[config.mk]
export PLATFORM = sky130hd
export DESIGN_NAME = io_sequencer_flat
export DESIGN_NICKNAME = d
export VERILOG_FILES = /design/src/rtl/io_sequencer_pkg.sv /design/src/rtl/io_sequencer_if.sv /design/src/rtl/io_sequencer_stage_table.sv /design/src/rtl/io_sequencer.sv /design/src/flat_wrapper.sv
export SDC_FILE = /design/constraint.sdc
export NUM_CORES = 1
export LEC_CHECK = 0
export ABC_CLOCK_PERIOD_IN_PS = 8300
export CORE_MARGIN = 2
export CORE_UTILIZATION = 25
export CTS_CLUSTER_SIZE = 40
export DETAILED_ROUTE_END_ITERATION = 16
export HOLD_SLACK_MARGIN = 0.12
export MAX_ROUTING_LAYER = met4
export SYNTH_ARGS = -nofsm -noshare
export SYNTH_HDL_FRONTEND = slang
export SYNTH_SLANG_ARGS = --single-unit
[constraint.sdc]
create_clock -name clk -period 8.3 [get_ports clk]
set_input_delay 1.66 -clock clk [delete_from_list [all_inputs] [get_ports clk]]
set_output_delay 1.66 -clock clk [all_outputs]
set_load 0.02 [all_outputs]
[src/rtl/io_sequencer_pkg.sv]
// Shared definitions for the IO sequencer: FSM states, stage_sel codes,
// transfer direction codes and the per-stage file table.
package io_sequencer_pkg;

    typedef enum logic [2:0] {
        S_IDLE,
        S_LOAD_IN,
        S_LOAD_PAR,
        S_CALC,
        S_STORE,
        S_FIN
    } state_t;

    typedef enum logic [1:0] {
        SEL_CONV1   = 2'd0,
        SEL_CONV2   = 2'd1,
        SEL_FC      = 2'd2,
        SEL_INVALID = 2'd3
    } stage_sel_t;

    localparam logic RW_READ  = 1'b0;
    localparam logic RW_WRITE = 1'b1;

    typedef struct packed {
        logic [15:0] in_lo;
        logic [15:0] in_hi;
        logic [15:0] par_lo;
        logic [15:0] ppo;
        logic [15:0] n_out;
        logic [15:0] out_lo;
    } stage_row_t;

    localparam stage_row_t ROW_CONV1 = '{in_lo: 16'd0, in_hi: 16'd0, par_lo: 16'd1,
                                         ppo: 16'd1, n_out: 16'd32, out_lo: 16'd97};
    localparam stage_row_t ROW_CONV2 = '{in_lo: 16'd129, in_hi: 16'd160, par_lo: 16'd161,
                                         ppo: 16'd32, n_out: 16'd64, out_lo: 16'd2338};
    localparam stage_row_t ROW_FC    = '{in_lo: 16'd2402, in_hi: 16'd2405, par_lo: 16'd2406,
                                         ppo: 16'd40, n_out: 16'd1, out_lo: 16'd2447};

    // Parameter file index; worst case 63*32+31 plus base stays inside 16 bits.
    function automatic logic [15:0] par_file(input logic [15:0] par_lo, o, ppo, p);
        return par_lo + o * ppo + p;
    endfunction

endpackage

[src/rtl/io_sequencer_if.sv]
// Handshake bundle between the sequencer, the IO stage and the compute engine.
interface io_sequencer_if;

    logic        io_req;
    logic [15:0] io_file;
    logic        io_rw;
    logic        io_done;
    logic        calc_start;
    logic        calc_done;

    modport master (output io_req, io_file, io_rw, calc_start,
                    input  io_done, calc_done);

    modport slave  (input  io_req, io_file, io_rw, calc_start,
                    output io_done, calc_done);

endinterface

[src/rtl/io_sequencer_stage_table.sv]
// Combinational lookup from stage_sel to the six stage table fields.
module stage_table
    import io_sequencer_pkg::*;
(
    input  logic [1:0] stage_sel,
    output stage_row_t row,
    output logic       valid
);

    always_comb begin
        row   = '0;
        valid = 1'b1;
        case (stage_sel_t'(stage_sel))
            SEL_CONV1: row = ROW_CONV1;
            SEL_CONV2: row = ROW_CONV2;
            SEL_FC:    row = ROW_FC;
            default:   valid = 1'b0;
        endcase
    end

endmodule

[src/rtl/io_sequencer.sv]
// Stage sequencer: walks input, parameter and output file transfers around
// each compute pass for the selected network stage.
module io_sequencer
    import io_sequencer_pkg::*;
(
    input  logic           clk,
    input  logic           rst,
    input  logic           start,
    input  logic [1:0]     stage_sel,
    input  logic           abort,
    io_sequencer_if.master bus,
    output logic           busy,
    output logic           done,
    output logic           err
);

    state_t      r_state, w_next;
    stage_row_t  w_row;
    logic        w_sel_valid;
    logic [15:0] r_in_hi, r_par_lo, r_ppo, r_n_out, r_out_lo;
    logic [15:0] r_file, r_o, r_p;
    logic        r_gap, r_calc_entry, r_err;
    logic        w_ack, w_launch, w_last_in, w_last_par, w_last_out;

    stage_table u_stage_table (
        .stage_sel (stage_sel),
        .row       (w_row),
        .valid     (w_sel_valid)
    );

    assign w_ack      = bus.io_req & bus.io_done;
    assign w_launch   = (r_state == S_IDLE) & start & w_sel_valid & ~abort;
    assign w_last_in  = (r_file == r_in_hi);
    assign w_last_par = (r_p == r_ppo - 16'd1);
    assign w_last_out = (r_o == r_n_out - 16'd1);

    always_ff @(posedge clk or posedge rst) begin
        if (rst) r_state <= S_IDLE;
        else     r_state <= w_next;
    end

    always_comb begin
        w_next = r_state;
        if (abort) begin
            w_next = S_IDLE;
        end else begin
            case (r_state)
                S_IDLE:     if (w_launch) w_next = S_LOAD_IN;
                S_LOAD_IN:  if (w_ack && w_last_in) w_next = S_LOAD_PAR;
                S_LOAD_PAR: if (w_ack && w_last_par) w_next = S_CALC;
                S_CALC:     if (bus.calc_done) w_next = S_STORE;
                S_STORE:    if (w_ack) w_next = w_last_out ? S_FIN : S_LOAD_PAR;
                S_FIN:      w_next = S_IDLE;
                default:    w_next = S_IDLE;
            endcase
        end
    end

    // r_gap forces the mandatory idle cycle after every accepted io_done.
    always_ff @(posedge clk or posedge rst) begin
        if (rst) begin
            r_in_hi      <= '0;
            r_par_lo     <= '0;
            r_ppo        <= '0;
            r_n_out      <= '0;
            r_out_lo     <= '0;
            r_file       <= '0;
            r_o          <= '0;
            r_p          <= '0;
            r_gap        <= 1'b0;
            r_calc_entry <= 1'b0;
            r_err        <= 1'b0;
        end else begin
            r_gap        <= w_ack;
            r_calc_entry <= (w_next == S_CALC) && (r_state != S_CALC);
            r_err        <= (r_state == S_IDLE) && start && !w_sel_valid && !abort;
            if (w_launch) begin
                r_in_hi  <= w_row.in_hi;
                r_par_lo <= w_row.par_lo;
                r_ppo    <= w_row.ppo;
                r_n_out  <= w_row.n_out;
                r_out_lo <= w_row.out_lo;
                r_file   <= w_row.in_lo;
                r_o      <= '0;
                r_p      <= '0;
            end else if (w_ack && !abort) begin
                case (r_state)
                    S_LOAD_IN: begin
                        r_file <= r_file + 16'd1;
                        if (w_last_in) r_p <= '0;
                    end
                    S_LOAD_PAR: r_p <= r_p + 16'd1;
                    S_STORE: begin
                        if (!w_last_out) begin
                            r_o <= r_o + 16'd1;
                            r_p <= '0;
                        end
                    end
                    default: ;
                endcase
            end
        end
    end

    always_comb begin
        bus.io_req     = 1'b0;
        bus.io_rw      = RW_READ;
        bus.io_file    = '0;
        bus.calc_start = r_calc_entry;
        busy           = (r_state != S_IDLE);
        done           = (r_state == S_FIN);
        err            = r_err;
        case (r_state)
            S_LOAD_IN: begin
                bus.io_req  = !r_gap;
                bus.io_file = r_file;
            end
            S_LOAD_PAR: begin
                bus.io_req  = !r_gap;
                bus.io_file = par_file(r_par_lo, r_o, r_ppo, r_p);
            end
            S_STORE: begin
                bus.io_req  = !r_gap;
                bus.io_rw   = RW_WRITE;
                bus.io_file = r_out_lo + r_o;
            end
            default: ;
        endcase
    end

endmodule

[src/flat_wrapper.sv]
// flat-port wrapper written by rule: the top's interface ports become plain ports
module io_sequencer_flat import io_sequencer_pkg::*;
  (clk, rst, start, stage_sel, abort, busy, done, err, bus_io_req, bus_io_file, bus_io_rw, bus_calc_start, bus_io_done, bus_calc_done);
  io_sequencer_if bus_i ();
  input  logic clk;
  input  logic rst;
  input  logic start;
  input  logic [1:0] stage_sel;
  input  logic abort;
  output logic busy;
  output logic done;
  output logic err;
  output wire logic [$bits(bus_i.io_req)-1:0] bus_io_req;
  output wire logic [$bits(bus_i.io_file)-1:0] bus_io_file;
  output wire logic [$bits(bus_i.io_rw)-1:0] bus_io_rw;
  output wire logic [$bits(bus_i.calc_start)-1:0] bus_calc_start;
  input wire logic [$bits(bus_i.io_done)-1:0] bus_io_done;
  input wire logic [$bits(bus_i.calc_done)-1:0] bus_calc_done;
  assign bus_io_req = bus_i.io_req;
  assign bus_io_file = bus_i.io_file;
  assign bus_io_rw = bus_i.io_rw;
  assign bus_calc_start = bus_i.calc_start;
  assign bus_i.io_done = bus_io_done;
  assign bus_i.calc_done = bus_calc_done;
  io_sequencer u_core (.clk(clk), .rst(rst), .start(start), .stage_sel(stage_sel), .abort(abort), .bus(bus_i), .busy(busy), .done(done), .err(err));
endmodule
==> run_results.csv, run 1 <==
group,metric,value,unit
power,power.ir.vdd_worst,101,uV
cts,htree_levels,3,
die,die-height,169,um
cts,buffer_depth_of_the_longest_clock_path,2,
cts,post_cts_hold_buffer_count,0,
global_routing,grt_usage,13.6,%
sta,hold_ws,501,ps
setup_path,startpoint,"u_core.r_out_lo[6]",
setup_path,timing.setup.critical_path_class,"reg -> out",
placed_design,hpwl,14.3,mm
cts,tritoncts_num_sinks,60,
synth,netlist_instances,777,
synth,register_area_share_after_synthesis,22.0,%
setup_path,critPathMostFrequentCell,"sky130_fd_sc_hd__inv_1",
routing,drt.antenna.violating_nets,0,
synth,cell_with_the_most_instances_after_synthesis,"sky130_fd_sc_hd__inv_1",
routing,dr.pass1.iters,6,
sta,finalClockSkew,6.83,ps
cts,clock_tree_from_tritoncts,"done",
synth,yosysTopAreaCellShare,22.0,%
setup_path,start_kind,"register",
synth,number_of_library_cell_types_mapped_by_synthesis,77,
sta,post-route-min-period,7690,ps
routing,wl_met1,8.88,mm
worst_hold_path,min-delay-path-class,"reg -> reg",
synth,synth_top_flop_cell,"sky130_fd_sc_hd__dfrtp_1",
global_routing,grt.overflow.total,0,
power,total_power,872,uW
routing,drc_errors,0,
routing,detailroute.wirelength.met3,1.17,mm
finish,design.final.nets,918,
setup_path,critical_path_arrival,6030,ps
power,static-leakage-power,3.47,nW
synth,synth.cell_area,0.00683,sq mm
synth,netlist_top_cells_area,"sky130_fd_sc_hd__dfrtp_1, sky130_fd_sc_hd__ha_1, sky130_fd_sc_hd__fa_1",
routing,initialDrtViolationCount,355,
power,power_per_cell_area,115,mW/mm^2
sta,unrepaired_setup_endpoints_after_global_routing,"no",
run_status,outcome,"completed",
sta,fin_ws,607,ps
die,floorplan.die.width,169,um
finish,multi_input_comb_area,0.00473,sq mm
sta,hold_viol,0,
routing,length_of_routed_met2_wiring,8.27,mm
routing,wl_per_cell,16.3,um
finish,proportion_of_layout_cells_with_a_drive_suffix_above_1,5.80,%
routing,totalWireLength,18.5,mm
synth,synthesis.yosys.warnings,0,
routing,highest_layer,"met4",
sta,report.final.setup_viol,0,
routing,dr_vias,5605,
die,coreArea,0.0269,sq mm
global_routing,wire_length_of_the_first_global_routing_pass,29.8,mm
setup_path,regToRegStartpoint,"u_core.r_out_lo[7]",
synth,syn-mean-instance-area,8.79,sq um
die,placementRows,60,
sta,tns,0,ps
setup_path,worstPathRequired,6640,ps
finish,seqCellArea,0.00150,sq mm
finish,nFillCells,2915,
placed_design,port_buffers,29,
die,initial_utilization,25.4,%
setup_path,critical-path-slowest-cell,"sky130_fd_sc_hd__clkdlybuf4s50_1",
setup_path,worst-path-max-fanout,17,
sta,final_max_slew_violation_count,0,
setup_path,timing.critical_path.to_type,"output pin",
setup_path,critical_path.n_buffers_inverters,5,
setup_path,timing.critical_path.slowest_cell_delay,670,ps
cts,postCtsResizedCells,0,
synth,yosys.area.top_type,"sky130_fd_sc_hd__dfrtp_1",
cts,source_to_sink_clock_delay_at_the_later_pin_of_the_worst_skew_pair,340,ps
placed_design,place_congestion,0.873,
synth,yosys_register_bits,60,
finish,final_cell_count_no_fill,1134,
sta,max_clock_freq,130,MHz
global_routing,antenna_found_initial,0,
die,pin_count,30,
sta,finalCritPeriodShare,92.7,%
cts,clockRootBuffer,"sky130_fd_sc_hd__clkbuf_16",
global_routing,number_of_global_route_vias_before_repair,5396,
flow_run,drv_cap,0,
finish,fin_area,0.00761,sq mm
worst_hold_path,min_from,"u_core.r_out_lo[0]",
synth,synth_edf_count,0,
finish,syn2layout_area_growth,11.4,%
placed_design,pre_cts_slack,972,ps
finish,n_antenna_cell,0,
routing,vias_per_cell,4.94,
global_routing,grt_start_max_net_pins,61,
finish,post-route-util,28.3,%
placed_design,cell_area_after_placement,0.00733,sq mm
setup_path,cpLargestDelayFamily,"adder cells",
synth,synth_nets,905,
sta,relSlewSlack,18.3,%
cts,clock_buffer_count_from_cts,9,
cts,clock_pin_transition_on_the_worst_setup_and_hold_timing_paths,50,ps
placed_design,dp.cells,1120,
synth,ys_top_cells_by_count,"sky130_fd_sc_hd__inv_1, sky130_fd_sc_hd__ha_1, sky130_fd_sc_hd__nor2_1",
cts,cts_post_setup_buffers_inserted,0,
die,die_area,0.0287,sq mm
setup_path,crit_path_cell_trace,"and2_1 > fa_1 > ha_1 > inv_1 > fa_1 > inv_1 > ha_1 > inv_1 > fa_1 > inv_1 > ha_1 > o21a_1 > o21ai_0 > nor4_1 > a2111oi_0 > xnor2_1 > o211ai_1 > clkdlybuf4s50_1",
synth,postSynth.asyncResetShare,100,%
sta,tightest_slew,1220,ps
## kinds of logic (layout without fill, tap and decap cells)
logic type	after synthesis	count (layout)	share of synthesized area, %
fa+ha+maj	120	120	25.2
simple gates	270	270	21.7
xor+xnor	63	63	8.08
mux	3	3	0.440
flops	60	60	22.0
buf+inv	124	140	8.77
compound gates	137	137	13.9
## cell usage in the layout (no fill, tap or decap), types with 13 or more instances in the layout
cell,n
sky130_fd_sc_hd__a21oi_1,23
sky130_fd_sc_hd__and2_1,30
sky130_fd_sc_hd__clkdlybuf4s50_1,29
sky130_fd_sc_hd__dfrtp_1,60
sky130_fd_sc_hd__fa_1,29
sky130_fd_sc_hd__ha_1,91
sky130_fd_sc_hd__inv_1,91
sky130_fd_sc_hd__nand2_1,46
sky130_fd_sc_hd__nand3_1,27
sky130_fd_sc_hd__nand4_1,13
sky130_fd_sc_hd__nor2_1,68
sky130_fd_sc_hd__nor3_1,17
sky130_fd_sc_hd__o21ai_0,38
sky130_fd_sc_hd__xnor2_1,38
sky130_fd_sc_hd__xor2_1,25
## sequential cells by signal, summed over array words and instances (netlist names), 3 cells and up
name / flops
u_core.r_state: 3
u_core.r_o: 16
u_core.r_file: 16
u_core.r_out_lo: 5
u_core.r_p: 16
## worst min-delay path, delay by kind of cell (launching register included)
kind / cells / cell delay [ps]
DFF: 1 / 360
and+or+nand+nor: 1 / 50
AOI/OAI and AO/OA: 1 / 60
## per-layer routing
layer	vias to the layer above	global-route usage [%]
li1	2704	-
met1	2728	19.3
met2	160	19.9
met3	13	3.13
met4	0	2.79
met5	-	-
## area by class of cell
cell class | count | area share (%)
Clock buffer | 12 | 3.50
Clock inverter | 2 | 0.132
Inverter | 93 | 4.59
Multi-Input combinational cell | 593 | 62.2
Sequential cell | 60 | 19.7
Tap cell | 341 | 5.61
Timing Repair Buffer | 33 | 4.21
## final timing paths
kind                                         end  slack [ps]  depth (start not counted)
min in group asynchronous  u_core.bus.calc_start        1870                          3
max in group asynchronous         u_core.r_o[11]        5910                          3
setup reg to reg                   u_core.r_p[2]        4810                         10
setup / recovery                 bus_io_file[15]         610                         18
hold reg to reg               u_core.r_out_lo[0]         500                          2
hold / removal                u_core.r_out_lo[0]         500                          2
## power breakdown
group	internal (mW)	switching (mW)	leakage [nW]	total, mW
sequential	0.307	0.0346	0.813	0.342
clock	0.222	0.130	0.140	0.351
combinational	0.0750	0.105	2.52	0.180
total	0.604	0.269	3.47	0.872
Note: power is estimated with default switching activity, not from simulation.
==> run 2: changes to the inputs <==
ABC_AREA = 1   (was default)
ABC_CLOCK_PERIOD_IN_PS = default   (was 8300)
==> run 2 against run 1 <==
Sequential share of layout area shrank 1.8 points. Critical path type unchanged. Maximum frequency rose by 7.0%. Global-route usage grew 0.94 points. Cell count grew 30%. Combinational power rose to 3.4 times the previous value. Core utilization increased by 0.22 points. Critical path depth up 4. Clock power increased by 21%. Largest power group is now combinational logic. Via count increased by 21%.
==> run_results.csv, run 2 <==
group,metric,value,unit
global_routing,grt_start_max_net_pins,61,
synth,yosysTopAreaCellShare,20.2,%
synth,netlist_top_cells_area,"sky130_fd_sc_hd__dfrtp_1, sky130_fd_sc_hd__ha_1, sky130_fd_sc_hd__nand2_1",
cts,clock_pin_transition_on_the_worst_setup_and_hold_timing_paths,50,ps
cts,buffer_depth_of_the_longest_clock_path,2,
synth,register_area_share_after_synthesis,20.2,%
power,power.ir.vdd_worst,119,uV
routing,vias_per_cell,4.60,
setup_path,critical_path_arrival,5530,ps
die,die_area,0.0311,sq mm
finish,final_cell_mix,"sky130_fd_sc_hd__nand2_1, sky130_fd_sc_hd__inv_1, sky130_fd_sc_hd__nand3_1",
finish,final_cell_count_no_fill,1479,
sta,hold_viol,0,
setup_path,start_kind,"register",
cts,post_cts_hold_buffer_count,0,
setup_path,worstPathRequired,6640,ps
routing,totalWireLength,21.3,mm
finish,proportion_of_layout_cells_with_a_drive_suffix_above_1,5.14,%
synth,synthesis.yosys.warnings,0,
placed_design,port_buffers,29,
synth,number_of_library_cell_types_mapped_by_synthesis,43,
setup_path,critPathMostFrequentCell,"sky130_fd_sc_hd__inv_1",
cts,cts_post_setup_buffers_inserted,0,
finish,layout_commonest_cell,"sky130_fd_sc_hd__nand2_1",
cts,postCtsResizedCells,0,
sta,fin_ws,1110,ps
synth,synth.cell_area,0.00742,sq mm
setup_path,crit_path_cell_trace,"nand2_1 > inv_1 > fa_1 > ha_1 > inv_1 > fa_1 > inv_1 > ha_1 > inv_1 > fa_1 > inv_1 > ha_1 > a21oi_1 > nand2_1 > nand2_1 > nand2_1 > a21oi_1 > o21ai_0 > o21ai_0 > inv_1 > nand2_1 > clkdlybuf4s50_1",
cts,clock_buffer_count_from_cts,9,
die,placementRows,63,
cts,tritoncts_num_sinks,60,
global_routing,antenna_found_initial,0,
synth,ys_top_cells_by_count,"sky130_fd_sc_hd__nand2_1, sky130_fd_sc_hd__inv_1, sky130_fd_sc_hd__nand3_1",
die,die-height,176,um
routing,dr.pass1.iters,5,
setup_path,regToRegStartpoint,"u_core.r_out_lo[7]",
sta,final_max_slew_violation_count,0,
finish,design.final.nets,1212,
synth,synth_edf_count,0,
synth,yosys.area.top_type,"sky130_fd_sc_hd__dfrtp_1",
sta,report.final.setup_viol,0,
synth,syn-mean-instance-area,6.93,sq um
routing,drt.antenna.violating_nets,0,
routing,initialDrtViolationCount,562,
synth,synth_top_flop_cell,"sky130_fd_sc_hd__dfrtp_1",
setup_path,timing.setup.critical_path_class,"reg -> out",
sta,relSlewSlack,35.9,%
sta,hold_ws,526,ps
global_routing,grt_usage,14.6,%
sta,tns,0,ps
routing,wl_per_cell,14.4,um
setup_path,timing.critical_path.slowest_cell_delay,840,ps
die,initial_utilization,25.3,%
setup_path,startpoint,"u_core.r_out_lo[6]",
flow_run,drv_cap,0,
synth,netlist_instances,1071,
setup_path,timing.critical_path.to_type,"output pin",
run_status,outcome,"completed",
finish,reg_top3,"u_core.r_file (16), u_core.r_o (16), u_core.r_p (16)",
worst_hold_path,min-delay-path-class,"reg -> reg",
cts,htree_levels,3,
synth,cell_with_the_most_instances_after_synthesis,"sky130_fd_sc_hd__nand2_1",
synth,yosys_register_bits,60,
sta,post-route-min-period,7190,ps
placed_design,dp.cells,1463,
power,power_per_cell_area,175,mW/mm^2
sta,unrepaired_setup_endpoints_after_global_routing,"no",
global_routing,number_of_global_route_vias_before_repair,6392,
finish,n_antenna_cell,0,
sta,finalCritPeriodShare,86.6,%
die,coreArea,0.0294,sq mm
finish,post-route-util,28.5,%
cts,clockRootBuffer,"sky130_fd_sc_hd__clkbuf_16",
placed_design,hpwl,16.7,mm
synth,synth_nets,1199,
sta,tightest_slew,962,ps
cts,source_to_sink_clock_delay_at_the_later_pin_of_the_worst_skew_pair,340,ps
cts,clock_tree_from_tritoncts,"done",
worst_hold_path,min_from,"u_core.r_out_lo[0]",
global_routing,grt.overflow.total,0,
routing,drc_errors,0,
die,pin_count,30,
routing,dr_vias,6808,
power,static-leakage-power,4.32,nW
synth,postSynth.asyncResetShare,100,%
sta,finalClockSkew,9.56,ps
finish,syn2layout_area_growth,12.9,%
setup_path,critical-path-slowest-cell,"sky130_fd_sc_hd__dfrtp_1",
global_routing,wire_length_of_the_first_global_routing_pass,34.7,mm
setup_path,worst-path-max-fanout,19,
placed_design,pre_cts_slack,1420,ps
die,floorplan.die.width,176,um
sta,max_clock_freq,139,MHz
placed_design,place_congestion,0.918,
==> run 2: changes by cell type in the layout (fill, tap and decap cells not counted), sizes merged, moves of 10 or more <==
cell | before | now
inv | 92 | 210
and2 | 32 | 1
nor3 | 18 | 32
or3 | 10 | 0
o21ai | 40 | 51
nand3 | 27 | 112
xnor2 | 38 | 8
a21oi | 23 | 44
nor2 | 69 | 88
and3 | 11 | 1
nand2 | 46 | 232
==> run 2: area by class of cell <==
| cell class | count | area, sq um |
|---|---|---|
| multi-input cells | 770 | 4950 |
| inverters | 211 | 792 |
| fillers | 3214 | 21000 |
| repair buffers | 32 | 313 |
| clock buffers | 11 | 253 |
| flip-flops and latches | 60 | 1500 |
| well taps | 390 | 488 |
| clock inverters | 5 | 83.8 |
==> run 2: metal layers <==
layer	wire length (um)	global-route usage (%)	vias to the layer above	part of all wire, %
met3	837	1.74	24	3.9
met2	9470	22.2	162	44
li1	-	-	3460	-
met5	0	-	-	0
met1	10500	20.3	3162	49
met4	468	4.17	0	2.2
==> run 2: report_power, final <==
group	internal, mW	switching, mW	total, mW
Clock	0.280	0.145	0.425
Combinational	0.220	0.386	0.606
Sequential	0.334	0.100	0.434
Total	0.834	0.632	1.47
==> run 2: kinds of logic after synthesis <==
group	synth area share, %
fa+ha+maj	23.2
buf+inv	13.0
flops	20.2
compound gates	9.22
simple gates	30.0
xor+xnor	4.36
==> run 2: per-stage QoR <==
| stage | power [mW] | area, sq um |
|---|---|---|
| 2_1_floorplan | 0.873 | 7420 |
| 4_1_cts | 1.48 | 8390 |
| 6_report | 1.47 | 8390 |
| 3_5_place_dp | 1.04 | 8050 |
| 5_1_grt | 1.59 | 8390 |
| 3_3_place_gp | 1.03 | 8050 |
==> run 2: critical path, delay by kind of cell (launching register included) <==
kind	cells	cell delay, ps
AO/OA/AOI/OAI	4	500
buffers and inverters	7	1000
AND/OR/NAND/NOR	5	520
adder cells (fa/ha/maj)	6	2310
flip-flops	1	840
==> run 2: worst paths after layout <==
| kind | to | slack [ps] | cells past startpoint |
|---|---|---|---|
| setup / recovery | bus_io_file[12] | 1110 | 22 |
| hold / removal | u_core.r_out_lo[0] | 530 | 2 |
| setup reg to reg | u_core.r_o[0] | 5050 | 11 |
| hold reg to reg | u_core.r_out_lo[0] | 530 | 2 |
| max in group asynchronous | u_core.r_file[15] | 5870 | 3 |
| min in group asynchronous | u_core.r_p[0] | 1870 | 3 |
==> run 3: changes to the inputs <==
HOLD_SLACK_MARGIN = 0.02   (was 0.12)
==> results of run 3 <==
No change in the layout: final DEF, timing and power equal those of run 2.
